## src/rtl/hazard_ctrl_pkg.sv

```systemverilog
// Shared types for the pipeline hazard sequencer.
package hazard_ctrl_pkg;

    // Halt sequencing: normal issue, draining older work behind a halt, stopped.
    typedef enum logic [1:0] {
        HZ_RUN    = 2'd0,
        HZ_DRAIN  = 2'd1,
        HZ_HALTED = 2'd2
    } hz_state_t;

    // Per pipeline-register control pair.
    typedef struct packed {
        logic stall;
        logic flush;
    } pipe_ctrl_t;

    localparam logic [4:0] REG_ZERO = 5'd0;

endpackage

```

## src/rtl/hazard_ctrl_sat_counter.sv

```systemverilog
// Saturating up-counter used for the hazard performance counters.
module sat_counter #(
    parameter int W = 32
) (
    input  logic         clk,
    input  logic         rst_n,
    input  logic         inc,
    input  logic         clr,
    output logic [W-1:0] value
);

    logic [W-1:0] r_value;

    // Count up on inc, hold once all-ones is reached so the value never wraps.
    always_ff @(posedge clk or negedge rst_n) begin
        if (!rst_n) begin
            r_value <= '0;
        end else if (clr) begin
            r_value <= '0;
        end else if (inc && (r_value != {W{1'b1}})) begin
            r_value <= r_value + 1'b1;
        end
    end

    assign value = r_value;

endmodule

```

## src/rtl/hazard_ctrl.sv

```systemverilog
// Pipeline hazard sequencer: stall/flush of the four pipeline registers,
// PC enable, halt drain FSM and two saturating performance counters.
//
// state   | meaning
// RUN     | normal issue; mem wait > redirect > load-use > none
// DRAIN   | halt seen in EX; block younger fetches until halt reaches WB
// HALTED  | pipeline frozen, halted=1; only reset leaves
module hazard_ctrl
    import hazard_ctrl_pkg::*;
#(
    parameter int CNT_W = 32
) (
    input  logic             CLK,
    input  logic             nRST,
    input  logic             ihit,
    input  logic             dhit,
    input  logic             exmem_dREN,
    input  logic             exmem_dWEN,
    input  logic             idex_dREN,
    input  logic [4:0]       idex_RW,
    input  logic [4:0]       ifid_rs,
    input  logic [4:0]       ifid_rt,
    input  logic             ifid_uses_rt,
    input  logic             ex_redirect,
    input  logic             idex_halt,
    input  logic             memwb_halt,
    output logic             pc_en,
    output logic             ifid_stall,
    output logic             ifid_flush,
    output logic             idex_stall,
    output logic             idex_flush,
    output logic             exmem_stall,
    output logic             exmem_flush,
    output logic             memwb_stall,
    output logic             memwb_flush,
    output logic             halted,
    output logic [CNT_W-1:0] stall_cnt,
    output logic [CNT_W-1:0] flush_cnt
);

    hz_state_t  r_state;
    logic       w_mem_busy;
    logic       w_load_use;
    logic       w_pc_en;
    logic       w_halted;
    pipe_ctrl_t w_ifid, w_idex, w_exmem, w_memwb;
    logic       w_stall_inc;
    logic       w_flush_inc;

    assign w_mem_busy = (exmem_dREN | exmem_dWEN) & ~dhit;
    assign w_load_use = idex_dREN & (idex_RW != REG_ZERO) &
                        ((idex_RW == ifid_rs) | (ifid_uses_rt & (idex_RW == ifid_rt)));

    // Control outputs decoded from state and live hazards; exactly one category wins.
    always_comb begin
        w_pc_en  = 1'b1;
        w_halted = 1'b0;
        w_ifid   = '0;
        w_idex   = '0;
        w_exmem  = '0;
        w_memwb  = '0;
        case (r_state)
            HZ_HALTED: begin
                w_pc_en       = 1'b0;
                w_ifid.stall  = 1'b1;
                w_idex.stall  = 1'b1;
                w_exmem.stall = 1'b1;
                w_memwb.stall = 1'b1;
                w_halted      = 1'b1;
            end
            HZ_DRAIN: begin
                w_pc_en = 1'b0;
                if (w_mem_busy) begin
                    w_ifid.stall  = 1'b1;
                    w_idex.stall  = 1'b1;
                    w_exmem.stall = 1'b1;
                    w_memwb.flush = 1'b1;
                end else begin
                    w_ifid.flush = 1'b1;
                end
            end
            default: begin
                if (w_mem_busy) begin
                    w_pc_en       = 1'b0;
                    w_ifid.stall  = 1'b1;
                    w_idex.stall  = 1'b1;
                    w_exmem.stall = 1'b1;
                    w_memwb.flush = 1'b1;
                end else if (ex_redirect) begin
                    w_ifid.flush = 1'b1;
                    w_idex.flush = 1'b1;
                end else if (w_load_use) begin
                    w_pc_en      = 1'b0;
                    w_ifid.stall = 1'b1;
                    w_idex.flush = 1'b1;
                end
            end
        endcase
    end

    // Halt sequencing: enter DRAIN only when the halt is actually consumed in EX.
    always_ff @(posedge CLK or negedge nRST) begin
        if (!nRST) begin
            r_state <= HZ_RUN;
        end else begin
            case (r_state)
                HZ_RUN: begin
                    if (idex_halt && ihit && !w_mem_busy && !ex_redirect)
                        r_state <= HZ_DRAIN;
                end
                HZ_DRAIN: begin
                    if (memwb_halt)
                        r_state <= HZ_HALTED;
                end
                HZ_HALTED: r_state <= HZ_HALTED;
                default:   r_state <= HZ_RUN;
            endcase
        end
    end

    // Stall cycles count regardless of ihit; flushes count only when consumed.
    assign w_stall_inc = (r_state != HZ_HALTED) & ~w_pc_en;
    assign w_flush_inc = (r_state == HZ_RUN) & ex_redirect & ihit & ~w_mem_busy;

    sat_counter #(.W(CNT_W)) u_stall_cnt (
        .clk   (CLK),
        .rst_n (nRST),
        .inc   (w_stall_inc),
        .clr   (1'b0),
        .value (stall_cnt)
    );

    sat_counter #(.W(CNT_W)) u_flush_cnt (
        .clk   (CLK),
        .rst_n (nRST),
        .inc   (w_flush_inc),
        .clr   (1'b0),
        .value (flush_cnt)
    );

    assign pc_en       = w_pc_en;
    assign halted      = w_halted;
    assign ifid_stall  = w_ifid.stall;
    assign ifid_flush  = w_ifid.flush;
    assign idex_stall  = w_idex.stall;
    assign idex_flush  = w_idex.flush;
    assign exmem_stall = w_exmem.stall;
    assign exmem_flush = w_exmem.flush;
    assign memwb_stall = w_memwb.stall;
    assign memwb_flush = w_memwb.flush;

endmodule
```

## config.mk

```make
export PLATFORM = sky130hd
export DESIGN_NAME = hazard_ctrl
export DESIGN_NICKNAME = d
export VERILOG_FILES = /design/src/rtl/hazard_ctrl_pkg.sv /design/src/rtl/hazard_ctrl_sat_counter.sv /design/src/rtl/hazard_ctrl.sv
export SDC_FILE = /design/constraint.sdc
export NUM_CORES = 1
export LEC_CHECK = 0
export ABC_AREA = 1
export ABC_CLOCK_PERIOD_IN_PS = 1900
export BUFFER_PORTS_ARGS = -buffer_cell sky130_fd_sc_hd__buf_4
export CORE_MARGIN = 1.5
export CORE_UTILIZATION = 25
export CTS_CLUSTER_DIAMETER = 50
export DETAILED_ROUTE_END_ITERATION = 8
export SYNTH_ARGS = -nofsm -noshare
export SYNTH_HDL_FRONTEND = slang
export SYNTH_SLANG_ARGS = --single-unit
```

## constraint.sdc

```tcl
create_clock -name CLK -period 1.9 [get_ports CLK]
set_input_delay 0.095 -clock CLK [delete_from_list [all_inputs] [get_ports CLK]]
set_output_delay 0.095 -clock CLK [all_outputs]
set_load 0.02 [all_outputs]
```

After elaboration in Yosys (flattened, before gate mapping) --
Cells that the tools add are included.
Word-level totals: memories 0, bits in registers 66, ROM bits 0, bits in latches 0, bits in writable memories 0, input bits 26
Cells by class: multiply operators 0, bitwise gates (word level) 13, shift-type cells 0, eq/ne operators 9, reduce and logical (&&, ||, !) cells 11, add/sub/neg operators 2, div/mod/pow operators 0, magnitude comparators 0, muxes and demuxes 22
Operator list (number):
- adder 32 x 1 -> 32 bit (second input constant) | 2
- inequality test 32 bit (second input constant) | 2
- two-way mux 1 bit | 17
- equality test 5 bit | 2
- bitwise AND 1 bit | 8
- inequality test 2 bit (second input constant) | 3
- case mux 2 bit (3 select lines) | 1
- logical AND 1 bit | 5
- nonzero test 5 bit | 1
- two-way mux 2 bit | 2
- case mux 1 bit (2 select lines) | 2
- inverter 1 bit | 3
- equality test 2 x 1 -> 1 bit (second input constant) | 1
- equality test 2 bit (second input constant) | 1
- logical NOT 1 bit | 2
- logical NOT 2 bit | 1
- OR 1 bit | 2
- AND reduction 2 bit | 1
- OR reduction 2 bit | 1

Longest topological paths before layout --
depth after elaboration 11, mapped depth 12

Cells and area by module --
Synthesis repeated with hierarchy kept, for this count alone.
Unflattened totals: cell total of the unflattened synthesis 785, area, all modules 4983.5 um^2
By module, submodules not included:
- sat_counter | cells an instance 345, times used 2, area an instance 2243.4 um^2, seq. area each 800.8 um^2
- hazard_ctrl | cells an instance 95, times used 1, area an instance 496.7 um^2, seq. area each 50.0 um^2

Worst setup path after synthesis --
Ideal clock, no wire load.
path type flip-flop to flip-flop, from register u_flush_cnt.r_value[0], in the netlist u_flush_cnt.value[0], to register u_flush_cnt.r_value[10], in the netlist u_flush_cnt.value[10], arrival 1.707 ns, setup time 0.117 ns, stages on the path, launching flop included 12, setup slack 0.076 ns, clock period less this slack 1.824 ns, path through dfrtp_1 ha_1 nand3_1 nor2_1 inv_2 nor2_2 nand2_2 nand2_4 inv_4 buf_6 nand3b_1 nand2_1
Between the ends: word-level cells in the longest chain between the ends 2, elaborated cells between the ends (all ways) 3
Ends and longest elaborated chain:
- start: declaration | RTL line hazard_ctrl_sat_counter.sv:12 | logic [W-1:0] r_value;
- start signal: assignment | RTL line hazard_ctrl_sat_counter.sv:21 | r_value <= r_value + 1'b1;
- parallel branches: the longest is 2 deep, another holds adder 32 x 1 -> 32 bit
Several ways; the timed one is not identified. A chain may end at the register's enable or synchronous reset.

Final worst setup path --
from register r_state[0], to register u_flush_cnt.r_value[8], in the netlist u_flush_cnt.value[8]
Between the ends: word-level cells in the longest chain between the ends 5
Ends and longest elaborated chain:
- start: declaration | RTL line hazard_ctrl.sv:41 | hz_state_t r_state;
- start signal: assignment | RTL line hazard_ctrl.sv:104 | r_state <= HZ_RUN;
- start signal: assignment | RTL line hazard_ctrl.sv:109 | r_state <= HZ_DRAIN;
- start signal: assignment | RTL line hazard_ctrl.sv:113 | r_state <= HZ_HALTED;
- logical NOT 2 bit | RTL line hazard_ctrl.sv:123 | assign w_flush_inc = (r_state == HZ_RUN) & ex_redirect & ihit & ~w_mem_busy;
- bitwise AND 1 bit (3 in a row) | RTL line hazard_ctrl.sv:123
- logical AND 1 bit | RTL line hazard_ctrl_sat_counter.sv:20 | end else if (inc && (r_value != {W{1'b1}})) begin
No other way between the ends.

==> summary.txt <==
Worst setup path
  – CP Class: flop to flop
  – Startpoint Class: flop
  – Worst-path cell chain: inv_1, ha_1, nand3_1, nor2_1, nand2_4, inv_6, o21ai_0, o21ai_2
  – Critical Path End Type: flop
  – Critical Path Max Stage Delay: 0.39 ns
  – Req. time, crit path: 2.16 ns
  – Critical path data arrival time: 1.99 ns
  – Crit-path max FO: 36
  – Max stage delay cell, worst path: dfrtp_1

Synth
  – Mapped Cells: 708
  – Post-synthesis sequential area ratio: 34.5%
  – Post-synthesis cell area: 4780 um^2
  – Mapped Nets: 740
  – Yosys top cell by area: dfrtp_1
  – Mapped Avg Cell Area: 6.76 um^2
  – Share of the synthesized area in the top cell type: 34.5%
  – Yosys warns: 0
  – Synth top area cells: dfrtp_1 (35%), nand2_1 (20%), inv_1 (6.0%)
  – Synthesis-stage register bit count: 66
  – Netlist cell types: 36

Floorplanning
  – Core area: 18700 um^2
  – Die area: 20000 um^2
  – Die Y: 141 um
  – Initial core utilization: 25.6%
  – Num ports: 100
  – Die X: 141 um
  – FP Rows: 50

Drt
  – First drt pass iteration count: 4
  – DR vias: 4854
  – Routed Antenna Nets: 0
  – WL per Instance: 12.6 um
  – Final wirelength: 13600 um
  – Starting DRT DRC Count: 235
  – Vias per std cell: 4.50
  – # DRC: 0

Power and ir drop
  – Pwr/cell area: 948 nW/um^2
  – Peak VDD IR: 0.000815 V
  – LEAKAGE: 3.21 nW

Final layout
  – Finished Layout Cells: 1078
  – Fillers: 2010
  – Final #Nets: 871
  – FF+latch area: 1650 um^2
  – Most common cell after layout, fill and taps aside: nand2_1
  – Share of cells above drive strength 1: 25.0%
  – Multi-input gate area in the final layout: 2640 um^2
  – Post-route cell area: 6330 um^2
  – Final Core Density: 33.8%
  – Leading cell types in the layout, fill and taps excluded: nand2_1 (251), buf_4 (137), inv_1 (77)
  – # diodes: 0
  – Area Overhead vs Synth: 32.3%

Outcome
  – Status: completed

Clock network
  – Clk_lat worst skew: 0.33 ns
  – CTS tree: built
  – Clk slew on worst S/H paths: 0.06 ns
  – H-tree levels: 3
  – Clk sinks: 66
  – CTS Buffer Depth: 2
  – Root Driver: clkbuf_16
  – Inserted Clock Buffers: 9

STA
  – Fin Hold WS: 0.188 ns
  – Final slew viol count: 0
  – Fin Clk Skew: 0.00832 ns
  – Final min period: 1.73 ns
  – Fin crit share: 90.9%
  – Final Hold Vio Count: 0
  – Worst Slack Setup Final: 0.173 ns
  – Fmax: 0.579 GHz
  – # setup viols final: 0

Placement
  – Port Buffers: 98
  – Pre-CTS setup slack: 0.0913 ns
  – Area post-placement: 5940 um^2
  – Dpl cells: 1056
  – Routability congestion estimate: 0.939
  – Final HPWL DP: 10500 um

GRT
  – Overall routing resource usage: 13.9%
  – First-pass GRT wire length: 22500 um
  – Largest net degree at the start of global routing: 44
  – Initial antenna violation count: 0
  – Congestion Overflow GR: 0
  – Vias in the first global route: 4603

Job
  – Maxcap violations: 0

Worst hold path
  – Hold/Removal Path Class: input pin to flop
-- worst paths after layout --
kind / from / endpoint / slack, ns / depth (start not counted)
max in group asynchronous: nRST / u_flush_cnt.value[22] / 1.11 / 3
worst max-delay path: r_state[0] / u_flush_cnt.value[8] / 0.17 / 8
min in group asynchronous: nRST / u_flush_cnt.value[3] / 0.21 / 2
worst min register to register: r_state[1] / r_state[1] / 0.52 / 2
worst min-delay path: memwb_halt / r_state[1] / 0.19 / 4
worst max register to register: r_state[0] / u_flush_cnt.value[8] / 0.17 / 8
-- report_power, final --
part	switching [mW]	internal, mW
combinational	1.55	0.950
sequential	0.190	1.60
clock	0.632	1.09
-- timing repair --
item	4_1_cts	5_1_grt
gates resized for setup	1	9
setup endpoints to repair	1	50
pin swaps	0	3
hold endpoints to repair	23	0
cloned	0	1
hold buffers	1	0
buffers inserted	0	4
-- worst max-delay path: cells and delay by family (launching register included) --
kind,cells,cell delay [ns]
AO/OA/AOI/OAI,2,0.24
adder cells (fa/ha/maj),1,0.17
buffers and inverters,2,0.37
flip-flops,1,0.39
AND/OR/NAND/NOR,3,0.46
-- area by class of cell --
type,count,share of cell area (%)
multi-input cells,526,41.7
clock buffers,12,4.05
well taps,234,4.63
inverters,96,5.77
clock inverters,4,0.791
repair buffers,140,16.9
flip-flops and latches,66,26.1
-- sequential cells by signal (all words and copies together) (netlist names) --
name               count
u_stall_cnt.value     32
u_flush_cnt.value     32
r_state                2
-- cell usage after synthesis, drive strengths merged --
master,number
inv,95
nand3b,4
ha,6
nand2,257
xnor2,12
nor2,84
nor3b,3
clkinv,1
a31oi,1
a21oi,3
nor3,24
xor2,20
conb,1
nand3,45
buf,20
clkbuf,1
nand4,41
o21ai,24
dfrtp,66
-- through the flow --
step	setup TNS, ns	power (mW)
final	0	6.00
after CTS	0	5.98
after global routing	-0.00651	6.40
after floorplan	0	3.42
after detailed placement	0	4.22
after global placement	0	4.21
-- logic make-up after synthesis --
group                      count (synthesis)  synth area share [%]
adders and majority gates                  6                  1.57
other                                      1                0.0784
DFF                                       66                  34.5
buffers and inverters                    117                  11.1
xor gates and xnor gates                  32                  5.86
AOI/OAI and AO/OA                         28                  3.58
and+or+nand+nor                          458                  43.3
-- layer usage --
layer  GRT usage, %  routed length (um)  vias to the layer above
li1               -                   -                     2497
met1           17.6                6210                     2218
met2           24.4                6490                      116
met3           2.80                 629                       23
met4           3.40                 219                        0
met5              0                   0                        -
Note: power is estimated with default switching activity, not from simulation.
